File: config.mk
export PLATFORM = sky130hd
export DESIGN_NAME = panel_load_sequencer_flat
export DESIGN_NICKNAME = d
export VERILOG_FILES = /design/src/rtl/panel_load_sequencer_pkg.sv /design/src/rtl/panel_load_sequencer_if.sv /design/src/rtl/panel_load_sequencer_fifo.sv /design/src/rtl/panel_load_sequencer.sv /design/src/flat_wrapper.sv
export SDC_FILE = /design/constraint.sdc
export NUM_CORES = 1
export LEC_CHECK = 0
export ABC_AREA = 1
export CORE_MARGIN = 2
export CORE_UTILIZATION = 34
export CTS_CLUSTER_SIZE = 14
export DETAILED_ROUTE_END_ITERATION = 16
export HOLD_SLACK_MARGIN = 0.05
export PLACE_DENSITY = 0.54
export RECOVER_POWER = 25
export SYNTH_ARGS = -nofsm -noshare
export SYNTH_HDL_FRONTEND = slang
export SYNTH_SLANG_ARGS = --single-unit
File: constraint.sdc
create_clock -name clock -period 3.4 [get_ports clock]
set_input_delay 0.51 -clock clock [delete_from_list [all_inputs] [get_ports clock]]
set_output_delay 0.51 -clock clock [all_outputs]
set_load 0.01 [all_outputs]
File: src/rtl/panel_load_sequencer_pkg.sv
// rtl/panel_load_sequencer_pkg.sv - shared state type, constants and phase helper for the panel loader
package panel_load_sequencer_pkg;

  localparam logic [11:0] DEFAULT_START_PC = 12'o0200;

  typedef enum logic [3:0] {
    S_IDLE,
    S_FETCH,
    S_LPC_SET,
    S_LPC_PRS,
    S_LPC_REL,
    S_DEP_SET,
    S_DEP_PRS,
    S_DEP_REL,
    S_PC_SET,
    S_PC_PRS,
    S_PC_REL,
    S_RUN,
    S_WAIT_HI,
    S_WAIT_LO,
    S_DONE
  } panel_seq_state_t;

  // Fixed successor of each timed phase; DEP_REL branches and is handled by the FSM itself.
  function automatic panel_seq_state_t next_phase(panel_seq_state_t s);
    case (s)
      S_LPC_SET: return S_LPC_PRS;
      S_LPC_PRS: return S_LPC_REL;
      S_LPC_REL: return S_DEP_SET;
      S_DEP_SET: return S_DEP_PRS;
      S_DEP_PRS: return S_DEP_REL;
      S_PC_SET:  return S_PC_PRS;
      S_PC_PRS:  return S_PC_REL;
      S_PC_REL:  return S_RUN;
      default:   return s;
    endcase
  endfunction

endpackage

File: src/rtl/panel_load_sequencer_if.sv
// rtl/panel_load_sequencer_if.sv - host word stream, control and front-panel signal bundle
interface panel_load_sequencer_if #(
  parameter int WORD_W = 12,
  parameter int ADDR_W = 12,
  parameter int CNT_W  = 16
);
  logic              wr_valid;
  logic              wr_ready;
  logic [ADDR_W-1:0] wr_addr;
  logic [WORD_W-1:0] wr_data;
  logic              wr_last;
  logic [ADDR_W-1:0] start_pc;
  logic              start;
  logic              abort;
  logic              run_led;
  logic [WORD_W-1:0] sw_data;
  logic              run_sw;
  logic              load_pc_btn;
  logic              deposit_btn;
  logic              busy;
  logic              prog_done;
  logic [CNT_W-1:0]  words_loaded;

  modport master (
    output wr_valid, wr_addr, wr_data, wr_last, start_pc, start, abort, run_led,
    input  wr_ready, sw_data, run_sw, load_pc_btn, deposit_btn, busy, prog_done, words_loaded
  );

  modport slave (
    input  wr_valid, wr_addr, wr_data, wr_last, start_pc, start, abort, run_led,
    output wr_ready, sw_data, run_sw, load_pc_btn, deposit_btn, busy, prog_done, words_loaded
  );
endinterface

File: src/rtl/panel_load_sequencer_fifo.sv
// rtl/panel_load_sequencer_fifo.sv - show-ahead synchronous FIFO holding {last,addr,data} image words
module panel_word_fifo #(
  parameter int W     = 25,
  parameter int DEPTH = 16
) (
  input  logic         clock,
  input  logic         resetN,
  input  logic         push,
  input  logic         pop,
  input  logic         flush,
  input  logic [W-1:0] wr_data,
  output logic [W-1:0] rd_data,
  output logic         full,
  output logic         empty
);
  localparam int AW = $clog2(DEPTH);

  logic [W-1:0] mem_q [DEPTH];
  logic [AW:0]  wr_ptr_q;
  logic [AW:0]  rd_ptr_q;

  always_ff @(posedge clock or negedge resetN) begin
    if (!resetN) begin
      wr_ptr_q <= '0;
      rd_ptr_q <= '0;
    end else if (flush) begin
      wr_ptr_q <= '0;
      rd_ptr_q <= '0;
    end else begin
      if (push && !full)  wr_ptr_q <= wr_ptr_q + (AW+1)'(1);
      if (pop  && !empty) rd_ptr_q <= rd_ptr_q + (AW+1)'(1);
    end
  end

  always_ff @(posedge clock) begin
    if (push && !full && !flush) mem_q[wr_ptr_q[AW-1:0]] <= wr_data;
  end

  // Extra pointer bit distinguishes full from empty when the indices coincide.
  assign empty   = (wr_ptr_q == rd_ptr_q);
  assign full    = (wr_ptr_q[AW] != rd_ptr_q[AW]) && (wr_ptr_q[AW-1:0] == rd_ptr_q[AW-1:0]);
  assign rd_data = mem_q[rd_ptr_q[AW-1:0]];
endmodule

File: src/rtl/panel_load_sequencer.sv
// rtl/panel_load_sequencer.sv - replays queued (addr,data) words as Load-PC/Deposit presses, then runs
module panel_load_sequencer
  import panel_load_sequencer_pkg::*;
#(
  parameter int WORD_W   = 12,
  parameter int ADDR_W   = 12,
  parameter int DEPTH    = 16,
  parameter int HOLD     = 10,
  parameter int AUTO_INC = 1,
  parameter int CNT_W    = 16
) (
  input logic                  clock,
  input logic                  resetN,
  panel_load_sequencer_if.slave bus
);
  localparam int FW = 1 + ADDR_W + WORD_W;
  localparam int PW = $clog2(HOLD + 1);
  localparam logic [PW-1:0]     HOLD_LAST = PW'(HOLD - 1);
  localparam logic [ADDR_W-1:0] ADDR_ONE  = ADDR_W'(1);

  panel_seq_state_t  state_q;
  panel_seq_state_t  nxt_phase;
  logic [PW-1:0]     phase_q;
  logic [ADDR_W-1:0] cur_addr_q, prev_addr_q;
  logic [WORD_W-1:0] cur_data_q, sw_data_q;
  logic              cur_last_q, prev_valid_q;
  logic              run_sw_q, lpc_q, dep_q, busy_q, done_q;
  logic [CNT_W-1:0]  words_q, words_d;

  logic              fifo_full, fifo_empty, fifo_push, fifo_pop;
  logic [FW-1:0]     fifo_wr, fifo_rd;
  logic [ADDR_W-1:0] hd_addr;
  logic [WORD_W-1:0] hd_data;
  logic              phase_end, consecutive;

  assign fifo_wr   = {bus.wr_last, bus.wr_addr, bus.wr_data};
  assign hd_addr   = fifo_rd[WORD_W +: ADDR_W];
  assign hd_data   = fifo_rd[WORD_W-1:0];
  assign fifo_push = bus.wr_valid && !fifo_full && !bus.abort;
  assign fifo_pop  = (state_q == S_FETCH) && !fifo_empty && !bus.abort;

  assign phase_end   = (phase_q == HOLD_LAST);
  assign nxt_phase   = next_phase(state_q);
  // prev+1 wraps naturally at ADDR_W bits, matching the panel's PC rollover.
  assign consecutive = (AUTO_INC != 0) && prev_valid_q && (hd_addr == prev_addr_q + ADDR_ONE);
  assign words_d     = (&words_q) ? words_q : words_q + CNT_W'(1);

  panel_word_fifo #(.W(FW), .DEPTH(DEPTH)) u_fifo (
    .clock   (clock),
    .resetN  (resetN),
    .push    (fifo_push),
    .pop     (fifo_pop),
    .flush   (bus.abort),
    .wr_data (fifo_wr),
    .rd_data (fifo_rd),
    .full    (fifo_full),
    .empty   (fifo_empty)
  );

  always_ff @(posedge clock or negedge resetN) begin
    if (!resetN) begin
      state_q      <= S_IDLE;
      phase_q      <= '0;
      cur_addr_q   <= '0;
      cur_data_q   <= '0;
      cur_last_q   <= 1'b0;
      prev_addr_q  <= '0;
      prev_valid_q <= 1'b0;
      sw_data_q    <= '0;
      run_sw_q     <= 1'b0;
      lpc_q        <= 1'b0;
      dep_q        <= 1'b0;
      busy_q       <= 1'b0;
      done_q       <= 1'b0;
      words_q      <= '0;
    end else begin
      done_q <= 1'b0;
      if (bus.abort) begin
        state_q  <= S_IDLE;
        phase_q  <= '0;
        lpc_q    <= 1'b0;
        dep_q    <= 1'b0;
        run_sw_q <= 1'b0;
        busy_q   <= 1'b0;
      end else begin
        case (state_q)
          S_IDLE, S_DONE: begin
            if (bus.start) begin
              state_q      <= S_FETCH;
              busy_q       <= 1'b1;
              run_sw_q     <= 1'b0;
              words_q      <= '0;
              prev_valid_q <= 1'b0;
            end
          end
          S_FETCH: begin
            if (!fifo_empty) begin
              cur_last_q <= fifo_rd[FW-1];
              cur_addr_q <= hd_addr;
              cur_data_q <= hd_data;
              phase_q    <= '0;
              if (consecutive) begin
                state_q   <= S_DEP_SET;
                sw_data_q <= hd_data;
              end else begin
                state_q   <= S_LPC_SET;
                sw_data_q <= WORD_W'(hd_addr);
              end
            end
          end
          S_LPC_SET, S_LPC_PRS, S_LPC_REL, S_DEP_SET, S_DEP_PRS,
          S_PC_SET, S_PC_PRS, S_PC_REL: begin
            if (phase_end) begin
              phase_q <= '0;
              state_q <= nxt_phase;
              case (nxt_phase)
                S_LPC_PRS, S_PC_PRS: lpc_q     <= 1'b1;
                S_LPC_REL, S_PC_REL: lpc_q     <= 1'b0;
                S_DEP_SET:           sw_data_q <= cur_data_q;
                S_DEP_PRS:           dep_q     <= 1'b1;
                S_DEP_REL:           dep_q     <= 1'b0;
                S_RUN:               run_sw_q  <= 1'b1;
                default: ;
              endcase
            end else begin
              phase_q <= phase_q + PW'(1);
            end
          end
          S_DEP_REL: begin
            if (phase_end) begin
              phase_q      <= '0;
              words_q      <= words_d;
              prev_addr_q  <= cur_addr_q;
              prev_valid_q <= 1'b1;
              if (cur_last_q) begin
                state_q   <= S_PC_SET;
                sw_data_q <= WORD_W'(bus.start_pc);
              end else begin
                state_q <= S_FETCH;
              end
            end else begin
              phase_q <= phase_q + PW'(1);
            end
          end
          S_RUN:     state_q <= S_WAIT_HI;
          S_WAIT_HI: if (bus.run_led) state_q <= S_WAIT_LO;
          S_WAIT_LO: begin
            if (!bus.run_led) begin
              state_q <= S_DONE;
              done_q  <= 1'b1;
              busy_q  <= 1'b0;
            end
          end
          default: state_q <= S_IDLE;
        endcase
      end
    end
  end

  assign bus.wr_ready     = !fifo_full;
  assign bus.sw_data      = sw_data_q;
  assign bus.run_sw       = run_sw_q;
  assign bus.load_pc_btn  = lpc_q;
  assign bus.deposit_btn  = dep_q;
  assign bus.busy         = busy_q;
  assign bus.prog_done    = done_q;
  assign bus.words_loaded = words_q;
endmodule

File: src/flat_wrapper.sv
// flat-port wrapper written by rule: the top's interface ports become plain ports
module panel_load_sequencer_flat import panel_load_sequencer_pkg::*;
#(
  parameter int WORD_W   = 12,
  parameter int ADDR_W   = 12,
  parameter int DEPTH    = 16,
  parameter int HOLD     = 10,
  parameter int AUTO_INC = 1,
  parameter int CNT_W    = 16
)
  (clock, resetN, bus_wr_valid, bus_wr_addr, bus_wr_data, bus_wr_last, bus_start_pc, bus_start, bus_abort, bus_run_led, bus_wr_ready, bus_sw_data, bus_run_sw, bus_load_pc_btn, bus_deposit_btn, bus_busy, bus_prog_done, bus_words_loaded);
  panel_load_sequencer_if #(.WORD_W(WORD_W), .ADDR_W(ADDR_W), .CNT_W(CNT_W)) bus_i ();
  input logic clock;
  input logic resetN;
  input wire logic [$bits(bus_i.wr_valid)-1:0] bus_wr_valid;
  input wire logic [$bits(bus_i.wr_addr)-1:0] bus_wr_addr;
  input wire logic [$bits(bus_i.wr_data)-1:0] bus_wr_data;
  input wire logic [$bits(bus_i.wr_last)-1:0] bus_wr_last;
  input wire logic [$bits(bus_i.start_pc)-1:0] bus_start_pc;
  input wire logic [$bits(bus_i.start)-1:0] bus_start;
  input wire logic [$bits(bus_i.abort)-1:0] bus_abort;
  input wire logic [$bits(bus_i.run_led)-1:0] bus_run_led;
  output wire logic [$bits(bus_i.wr_ready)-1:0] bus_wr_ready;
  output wire logic [$bits(bus_i.sw_data)-1:0] bus_sw_data;
  output wire logic [$bits(bus_i.run_sw)-1:0] bus_run_sw;
  output wire logic [$bits(bus_i.load_pc_btn)-1:0] bus_load_pc_btn;
  output wire logic [$bits(bus_i.deposit_btn)-1:0] bus_deposit_btn;
  output wire logic [$bits(bus_i.busy)-1:0] bus_busy;
  output wire logic [$bits(bus_i.prog_done)-1:0] bus_prog_done;
  output wire logic [$bits(bus_i.words_loaded)-1:0] bus_words_loaded;
  assign bus_i.wr_valid = bus_wr_valid;
  assign bus_i.wr_addr = bus_wr_addr;
  assign bus_i.wr_data = bus_wr_data;
  assign bus_i.wr_last = bus_wr_last;
  assign bus_i.start_pc = bus_start_pc;
  assign bus_i.start = bus_start;
  assign bus_i.abort = bus_abort;
  assign bus_i.run_led = bus_run_led;
  assign bus_wr_ready = bus_i.wr_ready;
  assign bus_sw_data = bus_i.sw_data;
  assign bus_run_sw = bus_i.run_sw;
  assign bus_load_pc_btn = bus_i.load_pc_btn;
  assign bus_deposit_btn = bus_i.deposit_btn;
  assign bus_busy = bus_i.busy;
  assign bus_prog_done = bus_i.prog_done;
  assign bus_words_loaded = bus_i.words_loaded;
  panel_load_sequencer #(.WORD_W(WORD_W), .ADDR_W(ADDR_W), .DEPTH(DEPTH), .HOLD(HOLD), .AUTO_INC(AUTO_INC), .CNT_W(CNT_W)) u_core (.clock(clock), .resetN(resetN), .bus(bus_i));
endmodule
## After elaboration in Yosys (flattened, before gate mapping)

Memory sizes are Yosys's and may differ from the RTL's.
Index checks and enable logic that the tools add are counted.

| storage, ports and cells | value |
|---|---|
| flip-flop bits (word level) | 89 |
| latch bits | 0 |
| memory bits (writable) | 400 |
| memory bits (read-only) | 0 |
| input port bits | 43 |
| output and inout port bits | 34 |
| logic and storage cells | 160 |
| memories | 1 |

Memories:

| name | depth | bits a word | rd ports | clocked after Yosys merged registers in | wr ports | line | RTL |
|---|---|---|---|---|---|---|---|
| u_core.u_fifo.mem_q | 16 | 25 | 1 | 0 | 1 | panel_load_sequencer_fifo.sv:18 | `logic [W-1:0] mem_q [DEPTH];` |

| operators by class | value |
|---|---|
| $add $sub $neg | 5 |
| multipliers | 0 |
| divide/modulo/power cells | 0 |
| order comparisons | 0 |
| equality and inequality tests | 41 |
| shifts and indexed selects | 0 |
| muxes and demuxes | 54 |
| bitwise gates (word level) | 2 |
| reduce and logical (&&, ||, !) cells | 41 |

Operator list:

| kind | number |
|---|---|
| two-way mux 12 bit | 6 |
| two-way mux 16 bit | 3 |
| equality test 4 bit, second input constant | 11 |
| two-way mux 4 bit | 11 |
| one-hot mux 12 bit (3 select lines) | 1 |
| equality test 4 x 3 -> 1 bit, second input constant | 8 |
| one-hot mux 16 bit (2 select lines) | 1 |
| one-hot mux 4 bit (8 select lines) | 1 |
| one-hot mux 4 bit (7 select lines) | 1 |
| two-way mux 5 bit | 4 |
| two-way mux 1 bit | 19 |
| nonzero test 3 bit | 6 |
| adder 16 x 1 -> 16 bit, second input constant | 1 |
| AND reduction 16 bit | 1 |
| != test 3 bit, second input constant | 5 |
| AND reduction 3 bit | 5 |
| adder 12 x 1 -> 12 bit, second input constant | 1 |
| equality test 12 bit | 1 |
| equality test 4 x 2 -> 1 bit, second input constant | 3 |
| adder 5 x 1 -> 5 bit, second input constant | 2 |
| one-hot mux 1 bit (2 select lines) | 5 |
| nonzero test 2 bit | 5 |
| logical AND 1 bit | 9 |
| OR reduction 9 bit | 1 |
| 20 further kinds | 32 |

## Logic depth before layout (Yosys ltp)

| logic depth | value |
|---|---|
| word-level depth | 9 |
| gate-level depth with buffers | 21 |

## Modules after synthesis

A second synthesis with hierarchy kept.

| unflattened totals | value |
|---|---|
| cells, all modules | 1,990 |
| area, all modules | 21,343.0 um^2 |

Modules (own cells, without submodules):

| module | times used | cells an instance | area each (um^2) | sequential area each (um^2) |
|---|---|---|---|---|
| panel_word_fifo | 1 | 1,338 | 16,667.2 | 12,261.8 |
| panel_load_sequencer | 1 | 652 | 4,675.7 | 1,976.9 |

## Worst setup path after synthesis

Ideal clock, no wire load.

| timing path | value |
|---|---|
| kind | reg2reg |
| start point | register u_core.u_fifo.rd_ptr_q[0] |
| end point | memory u_core.u_fifo.mem_q[15][0], enable pin |
| library setup time | 0.409 ns |
| data arrival time | 2.754 ns |
| path slack | 0.237 ns |
| cell stages (with the launch flop) | 12 |
| period minus slack after synthesis | 3.163 ns |
| cell sequence | dfrtp_1 buf_4 buf_4 buf_2 nand2_1 a21oi_1 and2_1 nand2_1 nand2_1 nor2_2 nand2_1 nor2_1 |

| on the way | value |
|---|---|
| longest elaborated chain between the ends | 9 |

Ends and longest elaborated chain:

| element | line | RTL |
|---|---|---|
| start, declared | panel_load_sequencer_fifo.sv:20 | `logic [AW:0] rd_ptr_q;` |
| start signal, assigned | panel_load_sequencer_fifo.sv:31 | `if (pop && !empty) rd_ptr_q <= rd_ptr_q + (AW+1)'(1);` |
| equality test 4 bit * | panel_load_sequencer_fifo.sv:41 | `assign full = (wr_ptr_q[AW] != rd_ptr_q[AW]) && (wr_ptr_q[AW-1:0] == rd_ptr_q[AW-1:0]);` |
| logical AND 1 bit * | panel_load_sequencer_fifo.sv:41 |  |
| logical NOT 1 bit * | - |  |
| named net bus_wr_ready | flat_wrapper.sv:23 | `output wire logic [$bits(bus_i.wr_ready)-1:0] bus_wr_ready;` |
| logical AND 1 bit (2 in a row) | panel_load_sequencer.sv:39 | `assign fifo_push = bus.wr_valid && !fifo_full && !bus.abort;` |
| logical AND 1 bit * (2 in a row) | panel_load_sequencer_fifo.sv:36 | `if (push && !full && !flush) mem_q[wr_ptr_q[AW-1:0]] <= wr_data;` |
| two-way mux 1 bit * | panel_load_sequencer_fifo.sv:36 |  |
| two-way mux 1 bit (not written as such) * | panel_load_sequencer_fifo.sv:36 |  |
| end, declared | panel_load_sequencer_fifo.sv:18 |  |

The timed path passes the listed nets; every way through them passes the cells marked *.

## Worst setup path in the final report

| timing path | value |
|---|---|
| start point | register u_core.u_fifo.rd_ptr_q[0] |
| end point | output port bus_wr_ready |

| on the way | value |
|---|---|
| longest elaborated chain between the ends | 3 |

Ends and longest elaborated chain:

| element | line | RTL |
|---|---|---|
| equality test 4 bit | panel_load_sequencer_fifo.sv:41 |  |
| logical AND 1 bit | panel_load_sequencer_fifo.sv:41 |  |
| logical NOT 1 bit | panel_load_sequencer.sv:160 | `assign bus.wr_ready = !fifo_full;` |
| end, declared | flat_wrapper.sv:23 |  |

Every way passes these cells.

==> results.py <==
metrics = {
    "pwr": {
        "p_total_mw": 15.4,
        "switching_power_mw": 4.54,
        "combinationalPowerShare_pct": 18.1,
        "p_seq_share_pct": 45.0,
        "clkPwrFrac_pct": 36.8,
        "leakagePower_nw": 9.69,
        "irDropWorstVdd_v": 0.000350,
        "p_int_mw": 10.9,
        "switching_share_pct": 29.4,
        "power_density_mw_per_mm2": 621,
    },
    "cells_and_area": {
        "layout_commonest_cell": "nand2_1",
        "drive_gt1_share_pct": 8.17,
        "final_area_mm2": 0.0248,
        "fillerInstances": 5864,
        "synthToLayoutAreaGrowth_pct": 17.8,
        "nets": 2126,
        "finalNonFillerCells": 2907,
        "final_cell_mix": "nand2_1 (453), edfxtp_1 (400), nor2_1 (216), inv_1 (181), o21ai_0 (177)",
        "num_antenna_cells": 0,
    },
    "floorplanning": {
        "die_w_um": 253,
        "num_rows": 91,
        "io_pins": 77,
        "start_util_pct": 34.3,
        "die_area_mm2": 0.0641,
        "die_y_um": 253,
        "core_area_mm2": 0.0615,
    },
    "worst_setup_path": {
        "crit_path_end_kind": "output port",
        "rrSetupSlack_ns": 0.41,
        "crit_fanout": 61,
        "worstPathRequired_ns": 2.89,
        "start_kind": "register",
        "rr_startpoint": "u_core.u_fifo.rd_ptr_q[0]",
        "worst_ep_arrival_time_ns": 2.61,
        "rr_worst_depth": 17,
        "reg2reg_to": "u_core.bus.sw_data[11]",
        "path_class": "reg -> out",
    },
    "outcome": {
        "status": "finished clean",
    },
    "logic_synthesis": {
        "synth_area_mm2": 0.0211,
        "netlist_instances": 1987,
        "ys_ff_latch": 489,
        "ys_warn_count": 0,
        "synth-main-ff-cell": "edfxtp_1",
        "synth-async-reset-ratio_pct": 18.2,
        "seq_area_frac_synth_pct": 67.5,
        "synth_edf_count": 400,
        "syn_area_per_cell_um2": 10.6,
        "synthDistinctLibCells": 44,
        "synth_nets": 2039,
    },
    "cts": {
        "ctsHtreeMaxLevel": 2,
        "tritoncts": "built",
        "path_clk_slew_ns": 0.06,
        "cts_root_buf": "clkbuf_16",
        "cts.sinks": 489,
        "ctsHoldBuffers": 1,
        "post_cts_buffers": 0,
        "clockBufferDepth": 3,
        "numCtsBuffers": 53,
        "clock_latency_ns": 0.63,
        "cts_resized": 0,
    },
    "global_routing": {
        "grtUsageTotal_pct": 18.0,
        "grt_max_degree": 116,
        "antenna_found_initial": 2,
        "grt.overflow.total": 0,
        "grt_pass1_wl_mm": 87.2,
        "grt_pass1_vias": 14200,
    },
    "flow_run": {
        "max_cap_violations": 0,
    },
    "routing": {
        "viasPerCell": 5.03,
        "drc": 0,
        "finalWirelength_mm": 57.4,
        "drtPass1Iterations": 6,
        "vias": 14600,
        "wl_per_cell_um": 19.7,
        "ant_nets": 0,
        "drtIter0Drc": 1261,
    },
    "sta": {
        "setup_violations": 0,
        "period_needed_ns": 3.12,
        "slew_headroom_pct": 44.8,
        "finalMaxSlewViolations": 0,
        "rsz0062_at_grt": "false",
        "max_freq_mhz": 321,
        "final-hold-violation-count": 0,
        "fin_skew_ns": 0.0428,
        "tightest_slew_ns": 0.828,
        "fin_tns_setup_ns": 0,
        "period_share_pct": 91.8,
    },
    "place": {
        "placed_area_mm2": 0.0231,
        "hpwl_mm": 33.7,
        "dp.cells": 2808,
        "port-buffer-count": 76,
        "gp_congestion": 0.883,
    },
    "hold_path": {
        "hold_depth": 2,
        "hold_class": "reg -> reg",
        "hp-start": "u_core.bus.busy",
        "hold_end": "u_core.bus.busy",
    },
}
## synth_stat cells, types with 2 or more instances
library cell,instances,area (um2)
ha_1,9,113
a21oi_1,41,205
o31ai_1,4,30.0
nor2_4,2,22.5
o221ai_1,22,193
nor3_1,9,45.0
edfxtp_1,400,12000
buf_1,4,15.0
o22ai_1,32,200
inv_1,181,679
xor2_1,13,114
a22oi_1,4,30.0
buf_4,7,52.6
clkbuf_1,54,203
xnor2_1,4,35.0
nand4_1,6,37.5
nand3_1,145,726
o21ai_1,3,15.0
nor2_2,2,12.5
a22o_1,19,166
buf_2,27,135
a211oi_1,4,30.0
mux2_2,3,33.8
nor4_1,4,25.0
nor3_2,2,20.0
inv_2,6,22.5
nand2_1,453,1700
o21ai_0,177,886
buf_6,8,90.1
dfrtp_1,89,2230
a31oi_1,9,56.3
nor2_1,232,871
## routing by layer
layer  wire, um  track usage [%]
met1      25900             24.8
met2      26700             29.3
met3       3300             2.96
met4       1460             5.48
met5          0                0
## power by group through the flow
stage	registers [mW]	logic, mW	clock network [mW]
finish	6.95	2.80	5.69
global route	6.99	3.17	6.06
CTS	6.96	2.83	5.81
detailed placement	7.08	2.82	0
global placement	7.07	2.80	0
floorplan	7.05	1.84	0
## stage by stage
| stage | hold slack (ns) | setup WS, ns | utilization [%] |
|---|---|---|---|
| floorplan | 0.214 | 0.237 | - |
| global placement | 0.459 | 0.420 | 37.6 |
| detailed placement | 0.473 | 0.400 | 37.6 |
| CTS | 0.488 | 0.173 | 40.4 |
| global route | 0.499 | 0.0776 | 40.4 |
| finish | 0.481 | 0.280 | 40.4 |
## layout make-up
cell class	instances	area, um2	area share, %
clock inverter	36	350	1.41
tap	790	988	3.98
multi-input combinational	1211	5780	23.3
clock buffer	62	1370	5.51
timing repair buffer	132	1410	5.66
sequential	489	14200	57.3
inverter	187	707	2.84
## kinds of logic (layout without fill, tap and decap cells)
group	Yosys count	count (layout)	share of synthesized area, %
AND/OR/NAND/NOR	862	862	16.6
AO/OA/AOI/OAI	320	320	8.78
adder cells (fa/ha/maj)	9	9	0.534
flip-flops	489	489	67.5
XOR/XNOR	17	17	0.706
multiplexers	3	3	0.160
buffers and inverters	287	417	5.68
## worst max path at each step
stage,startpoint,to,slack (ns),cells after the start
2_1_floorplan,u_core.u_fifo.rd_ptr_q[0],u_core.u_fifo.mem_q[15][0],0.24,11
5_1_grt,u_core.u_fifo.rd_ptr_q[0],bus_wr_ready,0.08,6
4_1_cts,u_core.u_fifo.rd_ptr_q[0],bus_wr_ready,0.17,6
3_5_place_dp,u_core.u_fifo.rd_ptr_q[0],u_core.bus.sw_data[11],0.40,17
6_report,u_core.u_fifo.rd_ptr_q[0],bus_wr_ready,0.28,6
3_3_place_gp,u_core.u_fifo.rd_ptr_q[0],u_core.bus.sw_data[11],0.42,18
## critical path, cell delays in order, from the launching register on
cell and delay [ns]:
dfrtp_4 0.53, inv_6 0.38, nand2_1 0.10, a21oi_1 0.16
and2_1 0.18, nand2_1 0.08, clkdlybuf4s50_1 0.55
## sequential cells by signal, summed over array words and instances, names as in the netlist
name / cells
u_core.u_fifo.mem_q: 400
u_core.bus.words_loaded: 16
u_core.bus.sw_data: 12
u_core.cur_addr_q: 12
u_core.cur_data_q: 12
u_core.prev_addr_q: 12
u_core.u_fifo.rd_ptr_q: 5
u_core.u_fifo.wr_ptr_q: 5
u_core.phase_q: 4
u_core.state_q: 4
u_core.bus.busy: 1
u_core.bus.deposit_btn: 1
u_core.bus.load_pc_btn: 1
u_core.bus.prog_done: 1
u_core.bus.run_sw: 1
u_core.cur_last_q: 1
u_core.prev_valid_q: 1
Note: power is estimated with default switching activity, not from simulation.
==> RTL change: new RTL, config.mk and constraints unchanged <==
Reset style: synchronous (`resetN`), changed in 2 clocked blocks.
--- a/src/rtl/panel_load_sequencer_fifo.sv
+++ b/src/rtl/panel_load_sequencer_fifo.sv
@@ -19,7 +19,7 @@
   logic [AW:0]  wr_ptr_q;
   logic [AW:0]  rd_ptr_q;
 
-  always_ff @(posedge clock or negedge resetN) begin
+  always_ff @(posedge clock) begin
     if (!resetN) begin
       wr_ptr_q <= '0;
       rd_ptr_q <= '0;
--- a/src/rtl/panel_load_sequencer.sv
+++ b/src/rtl/panel_load_sequencer.sv
@@ -57,7 +57,7 @@
     .empty   (fifo_empty)
   );
 
-  always_ff @(posedge clock or negedge resetN) begin
+  always_ff @(posedge clock) begin
     if (!resetN) begin
       state_q      <= S_IDLE;
       phase_q      <= '0;
Function: differs if resetN is asserted again (counterexample within 4 cycles, from zero or initial values and one cycle with resetN low); with resetN held inactive, the same outputs for 4 cycles.
==> RTL change against the unedited design <==
Maximum frequency grew 13%. Via count fell by 0.23%. Setup slack better by 370 ps. Design area shrank 1.2%. Sequential cell count increased by 4. Routed wire length down 1.7%. Utilization up 0.17 points. Area after synthesis fell by 1.4%. Count of clock-buffer cells in the layout grew 6.
Power is not compared: it rests on default switching activity, and its combinational part moved more than twofold at a synthesized area within 25%.
==> RTL change: results (changes against the unedited design) <==
Result of the run: complete, no violations (unchanged). The initial antenna violation count came to 1 (was 2). The unique cell type count in the Yosys netlist was 47 (was 44).

The largest fanout of any net on the critical path came out at 6 (was 61). The cell with the largest stage delay on the worst path is clkdlybuf4s50_1 (unchanged). The count of port buffers added during placement is 76 (unchanged).

The logic depth of the worst register-to-register path is 11 (was 17). The total global-route track usage is 17.8% (was 18.0%). The endpoint of the worst register-to-register path is u_core.bus.sw_data[2] (was u_core.bus.sw_data[11]). The launch point of the worst hold path is u_core.u_fifo.wr_ptr_q[4] (was u_core.bus.busy). The starting DRC count in detailed routing came to 1305 (was 1261). The fraction of the mapped netlist area in compound gates came out at 10.5% (was 8.78%).

The HPWL after detailed placement was 33100 microns (was 33700 microns). The share of synthesized area occupied by flip-flops and latches came out at 66.7% (was 67.5%). The instance count along the most critical hold path is 1 (was 2).

The post-layout instance count excluding filler cells was 2847 (was 2907). The net count after synthesis came out at 1996 (was 2039). The via count of the first global-routing pass came to 14198 (was 14229). The mux cell area share after synthesis was 0% (was 0.160%). The total of hold buffers inserted after clock tree synthesis is 0 (was 1). The maximum single-stage delay on the critical path is 510 ps (was 550 ps). The worst hold path class is flop to flop (unchanged). The number of diodes added for antenna fixing is 0 (unchanged).

The post-synthesis share of cell area spent on full adders, half adders and majority gates came out at 0.541% (was 0.534%). Leading post-synthesis cells by cell area: edfxtp_1 58%, dfxtp_1 8.9%, nand2_1 6.3% (was edfxtp_1 57%, dfrtp_1 11%, nand2_1 8.1%). The number of levels in the clock H-tree came out at 2 (unchanged). The global-route wire length before repair came out at 86400 microns (was 87200 microns). The pin count of the biggest net entering global routing came to 109 (was 116). The xor-xnor portion of the synthesized cell area came out at 0.421% (was 0.706%). The worst clock skew on the final layout is 23.7 ps (was 42.8 ps).

The cell count after synthesis is 1944 (was 1987). Top post-synthesis cells by count: 400 x edfxtp_1, 347 x nand2_1, 203 x nor2_1, 181 x nand3_1, 175 x o21ai_0 (was 453 x nand2_1, 400 x edfxtp_1, 232 x nor2_1, 181 x inv_1, 177 x o21ai_0). The routed via count divided by cell count is 5.12 (was 5.03).

The iteration count of the initial detailed-routing pass is 5 (was 6). The TritonCTS buffer count came out at 53 (unchanged). The endpoint with the worst hold slack is u_core.u_fifo.wr_ptr_q[4] (was u_core.bus.busy). The fraction of registers with async set/reset is 0% (was 18.2%). The cell area reported after detailed placement came to 0.0228 sq mm (was 0.0231 sq mm).

The register-to-register setup slack is 680 ps (was 410 ps). The count of nets after finishing is 2074 (was 2126). The routability congestion estimate from global placement was 0.890 (was 0.883). The final hold slack is 475 ps (was 481 ps). The number of enable flip-flop cells after synthesis is 400 (unchanged). The wire length per cell after detailed routing is 19.8 microns (was 19.7 microns). The setup slack at placement is 698 ps (was 400 ps).

The number of cells in the design after placement came out at 2749 (was 2808). The relative slew slack is 28.2% (was 44.8%). The number of resized instances in the post-cts repair step is 0 (unchanged). In this run the static leakage power is 8.81 nW.

The proportion of layout cells with a drive suffix above 1 came to 9.49% (was 8.17%).
## RTL change: changes by cell type after synthesis, moves of 35 or more
| cell | before | now |
|---|---|---|
| nand3_1 | 145 | 181 |
| nand2_1 | 453 | 347 |
| dfxtp_1 | 0 | 93 |
| a21oi_1 | 41 | 76 |
| dfrtp_1 | 89 | 0 |
## RTL change: area by class of cell
cell class                 count  area [sq um]
clock inverter                30           344
timing repair buffer         128          1360
multi-input combinational   1183          5940
sequential                   493         13900
fill                        5727         35900
inverter                     163           614
clock buffer                  68          1420
tap                          782           978
## RTL change: worst max-delay path by stage
stage | end | slack [ps] | from
2_1_floorplan | u_core.u_fifo.mem_q[11][0] | 600 | u_core.u_fifo.wr_ptr_q[2]
4_1_cts | bus_wr_ready | 580 | u_core.u_fifo.wr_ptr_q[3]
3_3_place_gp | u_core.state_q[1] | 700 | flop
3_5_place_dp | u_core.bus.sw_data[2] | 700 | flop
6_report | bus_wr_ready | 650 | u_core.u_fifo.wr_ptr_q[3]
5_1_grt | u_core.bus.sw_data[11] | 410 | flop
## RTL change: worst register-to-register path, delay by kind of cell (launching register included)
family | cells | cell delay [ps]
DFF | 1 | 360
and+or+nand+nor | 3 | 430
AOI/OAI and AO/OA | 4 | 690
buffers and inverters | 4 | 1170
## RTL change: logic make-up after synthesis
logic type	count (synthesis)
and+or+nand+nor	795
DFF	493
buffers and inverters	268
AOI/OAI and AO/OA	369
xor gates and xnor gates	10
adders and majority gates	9
## RTL change: where the power goes
| part | internal [mW] | switching, mW |
|---|---|---|
| registers | 6.55 | 0.0138 |
| clock network | 3.42 | 2.41 |
| logic | 0.110 | 0.240 |
| total | 10.1 | 2.66 |
## RTL change: per-layer routing
metal,GRT usage (%),vias up,routed length (microns)
met5,0,-,16
met3,2.56,80,2680
li1,-,6946,-
met2,28.6,384,26000
met1,24.9,7172,26300
met4,5.60,2,1340
